### src/rtl/gd_sequencer_if.sv
// gd_sequencer_if: bundles the run-control, gradient-handshake and result signals of
// gd_sequencer.
//   start_op / initial_x_in          : run request and starting x (Q16.16)
//   grad_req / grad_x                : gradient request and x to evaluate
//   grad_ack / grad_in               : gradient valid and returned gradient (Q16.16)
//   x_at_min / iter_used             : final x and update count of the last run
//   converged / timeout_err          : termination cause of the last run
//   done_op / busy                   : run status
// The master modport is the sequencer, which masters the gradient request.
// The slave modport is the surrounding logic, which serves gradients and starts runs.
interface gd_sequencer_if #(
  parameter int unsigned NUM_ITERATIONS = 16
) ();
  localparam int unsigned IterW = $clog2(NUM_ITERATIONS + 1);

  logic             start_op;
  logic [31:0]      initial_x_in;
  logic             grad_req;
  logic [31:0]      grad_x;
  logic             grad_ack;
  logic [31:0]      grad_in;
  logic [31:0]      x_at_min;
  logic [IterW-1:0] iter_used;
  logic             converged;
  logic             timeout_err;
  logic             done_op;
  logic             busy;

  modport master (
    input  start_op, initial_x_in, grad_ack, grad_in,
    output grad_req, grad_x, x_at_min, iter_used, converged, timeout_err, done_op, busy
  );

  modport slave (
    output start_op, initial_x_in, grad_ack, grad_in,
    input  grad_req, grad_x, x_at_min, iter_used, converged, timeout_err, done_op, busy
  );
endinterface

### src/rtl/gd_sequencer.sv
// gd_sequencer: iteration controller for a Q16.16 gradient-descent run.
// A run requests gradients over a req/ack handshake and forms each step as
// sat32((grad * LEARNING_RATE) >>> 16). It updates x <- sat32(x - step) and stops on
// |step| <= TOLERANCE, on NUM_ITERATIONS updates, or on GRAD_TIMEOUT unacknowledged
// request cycles.
//   i_clk   : rising-edge clock
//   i_rst_n : asynchronous active-low reset
//   io_bus  : gd_sequencer_if master (start/result/gradient handshake signals)
module gd_sequencer #(
  parameter int unsigned NUM_ITERATIONS = 16,
  parameter logic [31:0] LEARNING_RATE  = 32'h0000_8000,
  parameter logic [31:0] TOLERANCE      = 32'h0000_0100,
  parameter int unsigned GRAD_TIMEOUT   = 64
) (
  input  logic           i_clk,
  input  logic           i_rst_n,
  gd_sequencer_if.master io_bus
);
  localparam int unsigned IterW = $clog2(NUM_ITERATIONS + 1);
  localparam int unsigned TmoW  = $clog2(GRAD_TIMEOUT + 1);

  typedef enum logic [1:0] {StIdle, StReq, StUpdate, StDone} state_e;

  state_e           r_state, w_state_nxt;
  logic [31:0]      r_x, w_x_nxt;
  logic [31:0]      r_grad, w_grad_nxt;
  logic [IterW-1:0] r_iter, w_iter_nxt;
  logic [TmoW-1:0]  r_tmo, w_tmo_nxt;
  logic [31:0]      r_x_at_min, w_x_at_min_nxt;
  logic [IterW-1:0] r_iter_used, w_iter_used_nxt;
  logic             r_converged, w_converged_nxt;
  logic             r_timeout_err, w_timeout_err_nxt;

  // Step datapath
  logic signed [63:0] w_grad_ext, w_lr_ext, w_prod, w_prod_sh;
  logic [31:0]        w_step, w_step_abs, w_x_upd;
  logic [32:0]        w_diff;
  logic [IterW-1:0]   w_iter_inc;
  logic               w_small;

  assign w_grad_ext = {{32{r_grad[31]}}, r_grad};
  assign w_lr_ext   = {{32{LEARNING_RATE[31]}}, LEARNING_RATE};
  assign w_prod     = w_grad_ext * w_lr_ext;
  assign w_prod_sh  = w_prod >>> 16;

  // The shifted product fits in 32 bits only if bits 63..31 are all sign copies.
  assign w_step = ((w_prod_sh[63:31] == '0) || (w_prod_sh[63:31] == '1)) ? w_prod_sh[31:0] :
                  (w_prod_sh[63] ? 32'h8000_0000 : 32'h7FFF_FFFF);

  assign w_diff  = {r_x[31], r_x} - {w_step[31], w_step};
  assign w_x_upd = (w_diff[32] == w_diff[31]) ? w_diff[31:0] :
                   (w_diff[32] ? 32'h8000_0000 : 32'h7FFF_FFFF);

  // Most-negative step has no positive twin; treat its magnitude as the max positive.
  assign w_step_abs = !w_step[31]                ? w_step :
                      (w_step == 32'h8000_0000)  ? 32'h7FFF_FFFF : -w_step;
  assign w_small    = (w_step_abs <= TOLERANCE);
  assign w_iter_inc = r_iter + 1'b1;

  always_ff @(posedge i_clk or negedge i_rst_n) begin
    if (!i_rst_n) begin
      r_state       <= StIdle;
      r_x           <= '0;
      r_grad        <= '0;
      r_iter        <= '0;
      r_tmo         <= '0;
      r_x_at_min    <= '0;
      r_iter_used   <= '0;
      r_converged   <= 1'b0;
      r_timeout_err <= 1'b0;
    end else begin
      r_state       <= w_state_nxt;
      r_x           <= w_x_nxt;
      r_grad        <= w_grad_nxt;
      r_iter        <= w_iter_nxt;
      r_tmo         <= w_tmo_nxt;
      r_x_at_min    <= w_x_at_min_nxt;
      r_iter_used   <= w_iter_used_nxt;
      r_converged   <= w_converged_nxt;
      r_timeout_err <= w_timeout_err_nxt;
    end
  end

  always_comb begin
    w_state_nxt       = r_state;
    w_x_nxt           = r_x;
    w_grad_nxt        = r_grad;
    w_iter_nxt        = r_iter;
    w_tmo_nxt         = r_tmo;
    w_x_at_min_nxt    = r_x_at_min;
    w_iter_used_nxt   = r_iter_used;
    w_converged_nxt   = r_converged;
    w_timeout_err_nxt = r_timeout_err;

    unique case (r_state)
      StIdle: begin
        if (io_bus.start_op) begin
          w_x_nxt           = io_bus.initial_x_in;
          w_iter_nxt        = '0;
          w_tmo_nxt         = '0;
          w_converged_nxt   = 1'b0;
          w_timeout_err_nxt = 1'b0;
          w_state_nxt       = StReq;
        end
      end
      StReq: begin
        if (io_bus.grad_ack) begin
          w_grad_nxt  = io_bus.grad_in;
          w_state_nxt = StUpdate;
        end else if (r_tmo == TmoW'(GRAD_TIMEOUT - 1)) begin
          // This is the GRAD_TIMEOUT-th unacknowledged request cycle.
          w_timeout_err_nxt = 1'b1;
          w_x_at_min_nxt    = r_x;
          w_iter_used_nxt   = r_iter;
          w_state_nxt       = StDone;
        end else begin
          w_tmo_nxt = r_tmo + 1'b1;
        end
      end
      StUpdate: begin
        w_x_nxt    = w_x_upd;
        w_iter_nxt = w_iter_inc;
        w_tmo_nxt  = '0;
        if (w_small || (w_iter_inc == IterW'(NUM_ITERATIONS))) begin
          w_converged_nxt = w_small;
          w_x_at_min_nxt  = w_x_upd;
          w_iter_used_nxt = w_iter_inc;
          w_state_nxt     = StDone;
        end else begin
          w_state_nxt = StReq;
        end
      end
      StDone: begin
        // Wait for start_op to drop so one start level yields one run.
        if (!io_bus.start_op) begin
          w_state_nxt = StIdle;
        end
      end
      default: w_state_nxt = StIdle;
    endcase
  end

  assign io_bus.grad_req    = (r_state == StReq);
  assign io_bus.grad_x      = r_x;
  assign io_bus.x_at_min    = r_x_at_min;
  assign io_bus.iter_used   = r_iter_used;
  assign io_bus.converged   = r_converged;
  assign io_bus.timeout_err = r_timeout_err;
  assign io_bus.done_op     = (r_state == StDone);
  assign io_bus.busy        = (r_state == StReq) || (r_state == StUpdate);
endmodule

### src/flat_wrapper.sv
// flat-port wrapper written by rule: the top's interface ports become plain ports
module gd_sequencer_flat 
#(
  parameter int unsigned NUM_ITERATIONS = 16,
  parameter logic [31:0] LEARNING_RATE  = 32'h0000_8000,
  parameter logic [31:0] TOLERANCE      = 32'h0000_0100,
  parameter int unsigned GRAD_TIMEOUT   = 64
)
  (i_clk, i_rst_n, io_bus_start_op, io_bus_initial_x_in, io_bus_grad_ack, io_bus_grad_in, io_bus_grad_req, io_bus_grad_x, io_bus_x_at_min, io_bus_iter_used, io_bus_converged, io_bus_timeout_err, io_bus_done_op, io_bus_busy);
  gd_sequencer_if #(.NUM_ITERATIONS(NUM_ITERATIONS)) io_bus_i ();
  input  logic i_clk;
  input  logic i_rst_n;
  input wire logic [$bits(io_bus_i.start_op)-1:0] io_bus_start_op;
  input wire logic [$bits(io_bus_i.initial_x_in)-1:0] io_bus_initial_x_in;
  input wire logic [$bits(io_bus_i.grad_ack)-1:0] io_bus_grad_ack;
  input wire logic [$bits(io_bus_i.grad_in)-1:0] io_bus_grad_in;
  output wire logic [$bits(io_bus_i.grad_req)-1:0] io_bus_grad_req;
  output wire logic [$bits(io_bus_i.grad_x)-1:0] io_bus_grad_x;
  output wire logic [$bits(io_bus_i.x_at_min)-1:0] io_bus_x_at_min;
  output wire logic [$bits(io_bus_i.iter_used)-1:0] io_bus_iter_used;
  output wire logic [$bits(io_bus_i.converged)-1:0] io_bus_converged;
  output wire logic [$bits(io_bus_i.timeout_err)-1:0] io_bus_timeout_err;
  output wire logic [$bits(io_bus_i.done_op)-1:0] io_bus_done_op;
  output wire logic [$bits(io_bus_i.busy)-1:0] io_bus_busy;
  assign io_bus_i.start_op = io_bus_start_op;
  assign io_bus_i.initial_x_in = io_bus_initial_x_in;
  assign io_bus_i.grad_ack = io_bus_grad_ack;
  assign io_bus_i.grad_in = io_bus_grad_in;
  assign io_bus_grad_req = io_bus_i.grad_req;
  assign io_bus_grad_x = io_bus_i.grad_x;
  assign io_bus_x_at_min = io_bus_i.x_at_min;
  assign io_bus_iter_used = io_bus_i.iter_used;
  assign io_bus_converged = io_bus_i.converged;
  assign io_bus_timeout_err = io_bus_i.timeout_err;
  assign io_bus_done_op = io_bus_i.done_op;
  assign io_bus_busy = io_bus_i.busy;
  gd_sequencer #(.NUM_ITERATIONS(NUM_ITERATIONS), .LEARNING_RATE(LEARNING_RATE), .TOLERANCE(TOLERANCE), .GRAD_TIMEOUT(GRAD_TIMEOUT)) u_core (.i_clk(i_clk), .i_rst_n(i_rst_n), .io_bus(io_bus_i));
endmodule
### config.mk
export PLATFORM = sky130hd
export DESIGN_NAME = gd_sequencer_flat
export DESIGN_NICKNAME = d
export VERILOG_FILES = /design/src/rtl/gd_sequencer_if.sv /design/src/rtl/gd_sequencer.sv /design/src/flat_wrapper.sv
export SDC_FILE = /design/constraint.sdc
export NUM_CORES = 1
export LEC_CHECK = 0
export BUFFER_PORTS_ARGS = -buffer_cell sky130_fd_sc_hd__buf_2
export CAP_MARGIN = 0
export CORE_MARGIN = 2
export CORE_UTILIZATION = 45
export CTS_BUF_LIST = sky130_fd_sc_hd__clkbuf_4
export CTS_CLUSTER_DIAMETER = 50
export DETAILED_ROUTE_END_ITERATION = 8
export GPL_ROUTABILITY_DRIVEN = 0
export PLACE_DENSITY = 0.65
export SLEW_MARGIN = 40
export SYNTH_ARGS = -nofsm -noshare
export SYNTH_HDL_FRONTEND = slang
export SYNTH_SLANG_ARGS = --single-unit
### constraint.sdc
create_clock -name i_clk -period 9.3 [get_ports i_clk]
set_clock_uncertainty 0.2 [all_clocks]
set_input_delay 1.86 -clock i_clk [delete_from_list [all_inputs] [get_ports i_clk]]
set_output_delay 1.86 -clock i_clk [all_outputs]
set_load 0.01 [all_outputs]
==> out/results.ini <==
[worst_hold_path]
hold_path_end=u_core.io_bus.x_at_min[25]
min_path_cells=1
hold_class=flop to flop
hold_start=u_core.io_bus.x_at_min[25]

[yosys]
yosysMostFrequentCell=dfrtp_1
synthDistinctLibCells=71
synth_area_um2=8390
synthesis.nets=1044
ys_warn_count=0
syn_inst=935
syn_avg_cell_area_um2=8.98
synthFlopType=dfrtp_1
synth_top_area_share_pct=34.6
yosysTopAreaCell=dfrtp_1
synth-seq-area-share_pct=34.6
synth_edf_count=0
synth_area_leaders=dfrtp_1 35%, ha_1 6.0%, mux2_2 5.4%
ys_ff_latch=116
synthArstFlopShare_pct=100
synth_commonest_cells=116 x dfrtp_1, 80 x nor2_1, 74 x a21oi_1

[routing]
avgRoutedWirePerCell_um=18.7
drt-pass1-iter-count=6
via_per_inst=6.01
totalWireLength_um=24200
final_antenna_net_count=0
first_iter_violations=755
drc_errors=0
vias=7774

[final_layout]
fin_cells=1294
nets=1160
synthToLayoutAreaGrowth_pct=13.9
drive_gt1_share_pct=24.2

[clocking]
cts_buffers=17
post_cts_buffers=0
cts.repair.resized=0
max-clock-path-buffers=2
cts-htree-levels=4
clk_latency_ns=0.57
clock_sinks=116
cts_tree=yes
clk_pin_slew_ns=0.11
hold_buffers=0
clk_root_buffer_cell=clkbuf_4

[placed_design]
hpwl_um=17900
io_buffers=140
placedCellCount=1261

[floorplanning]
ios=142
die_area_um2=19800
start_util_pct=46.2
core_area_um2=18100
die_w_um=141
die_h_um=141
row_count=49

[worst_setup_path]
r2r_cells=10
crit_path_end_kind=flop
path_class=flop to flop
slowest_stage=dfrtp_1
crit_path_max_incr_delay_ns=0.85
worst-path-max-fanout=26
cp_data_arrival_time_ns=5.03
crit_chain=inv_1 -> ha_1 -> inv_1 -> nor3_1 -> a2111oi_1 -> nand4_1 -> o21a_2 -> buf_4 -> a221o_1 -> mux2_4
ff2ff_setup_slack_ns=4.52
worstReg2RegEnd=u_core.io_bus.x_at_min[22]
required_ns=9.56
critPathMostFrequentCell=inv_1
startpoint_type=flop
r2r-start=u_core.r_grad[31]

[timing]
tns_ns=0
hold_viol=0
layout_min_cycle_time_ns=4.78
finalSetupViolCount=0
slew_headroom_pct=46.5
layout_worst_path_cycle_share_pct=51.4
fmax_ghz=0.209
worst_slew_pin_slew_ns=0.795
rsz0062_at_grt=no
maxSlewViolCount=0

[grt]
first_global_vias=7375
grt_max_degree=69
grt_overflow=0
antenna_found_initial=1
grt_usage_pct=24.7
grt_pass1_wl_um=38900

[status]
status=finished, final reports clean

[job]
drv_cap=0

## placed cells by master, fill, tap and decap left out, types with 18 or more instances in the layout
cell	synthesis	layout
buf_2	1	139
dfrtp_1	116	116
nor2_1	80	80
a21oi_1	74	74
o21ai_0	65	65
nand2_1	57	57
inv_1	50	50
mux2_2	40	40
ha_1	40	40
nand3_1	27	27
mux2_4	26	26
a31oi_1	21	21
nor3_1	20	20
xnor2_1	18	18
## critical path: cells and delay by family, from the launching register on
| kind | cells | cell delay, ns |
|---|---|---|
| simple gates | 2 | 0.43 |
| buf+inv | 3 | 0.99 |
| fa+ha+maj | 1 | 0.46 |
| flops | 1 | 0.85 |
| mux | 1 | 0.27 |
| compound gates | 3 | 1.48 |
## cell families after synthesis
family | after synthesis | share of synthesized area [%]
adder cells (fa/ha/maj) | 41 | 6.20
buffers and inverters | 105 | 5.29
AO/OA/AOI/OAI | 295 | 23.4
flip-flops | 116 | 34.6
XOR/XNOR | 30 | 3.13
multiplexers | 75 | 11.1
AND/OR/NAND/NOR | 273 | 16.3
## worst max path at each step
| stage | startpoint | end | slack (ns) | depth (start not counted) |
|---|---|---|---|---|
| after floorplan | u_core.r_grad[26] | u_core.io_bus.x_at_min[26] | 5.54 | 13 |
| after global placement | u_core.r_grad[31] | u_core.io_bus.x_at_min[21] | 4.37 | 10 |
| after detailed placement | u_core.r_grad[31] | u_core.io_bus.x_at_min[21] | 4.26 | 10 |
| after CTS | u_core.r_grad[31] | u_core.io_bus.x_at_min[21] | 4.25 | 10 |
| after global routing | u_core.r_grad[31] | u_core.io_bus.x_at_min[21] | 4.24 | 10 |
| final | u_core.r_grad[31] | u_core.io_bus.x_at_min[22] | 4.52 | 10 |
## metal layers
layer	track usage, %	vias to the layer above	share of wire (%)
met5	0	-	0
met4	7.63	0	1.6
met3	4.99	25	8.2
met2	37.4	344	44
met1	35.8	3681	46
li1	-	3724	-
## final cells by class
cell class	instances	area, um2
Clock inverter	15	213
Multi-Input combinational cell	714	5050
Fill cell	1713	8580
Sequential cell	116	2900
Inverter	51	191
Timing Repair Buffer	151	790
Antenna cell	1	2.50
Clock buffer	17	128
Tap cell	229	287
## through the flow
stage	utilization [%]	cell area (um2)	hold WS (ns)	setup WS, ns
2_1_floorplan	-	8390	0.298	5.54
3_5_place_dp	50.8	9220	0.288	4.26
4_1_cts	52.7	9560	0.318	4.25
5_1_grt	52.7	9560	0.332	4.24
6_report	52.7	9560	0.317	4.52
3_3_place_gp	50.8	9210	0.290	4.37
## registers in the layout, indices dropped and copies added (netlist names)
register and count:
u_core.io_bus.grad_x 32, u_core.io_bus.x_at_min 32, u_core.r_grad 31, u_core.r_tmo 7
u_core.io_bus.iter_used 5, u_core.r_iter 5, u_core.r_state 2, u_core.io_bus.converged 1
u_core.io_bus.timeout_err 1
Power is left out: the tool's default activity adds up to more than one toggle a clock period on the data nets, which glitch-free logic cannot reach.
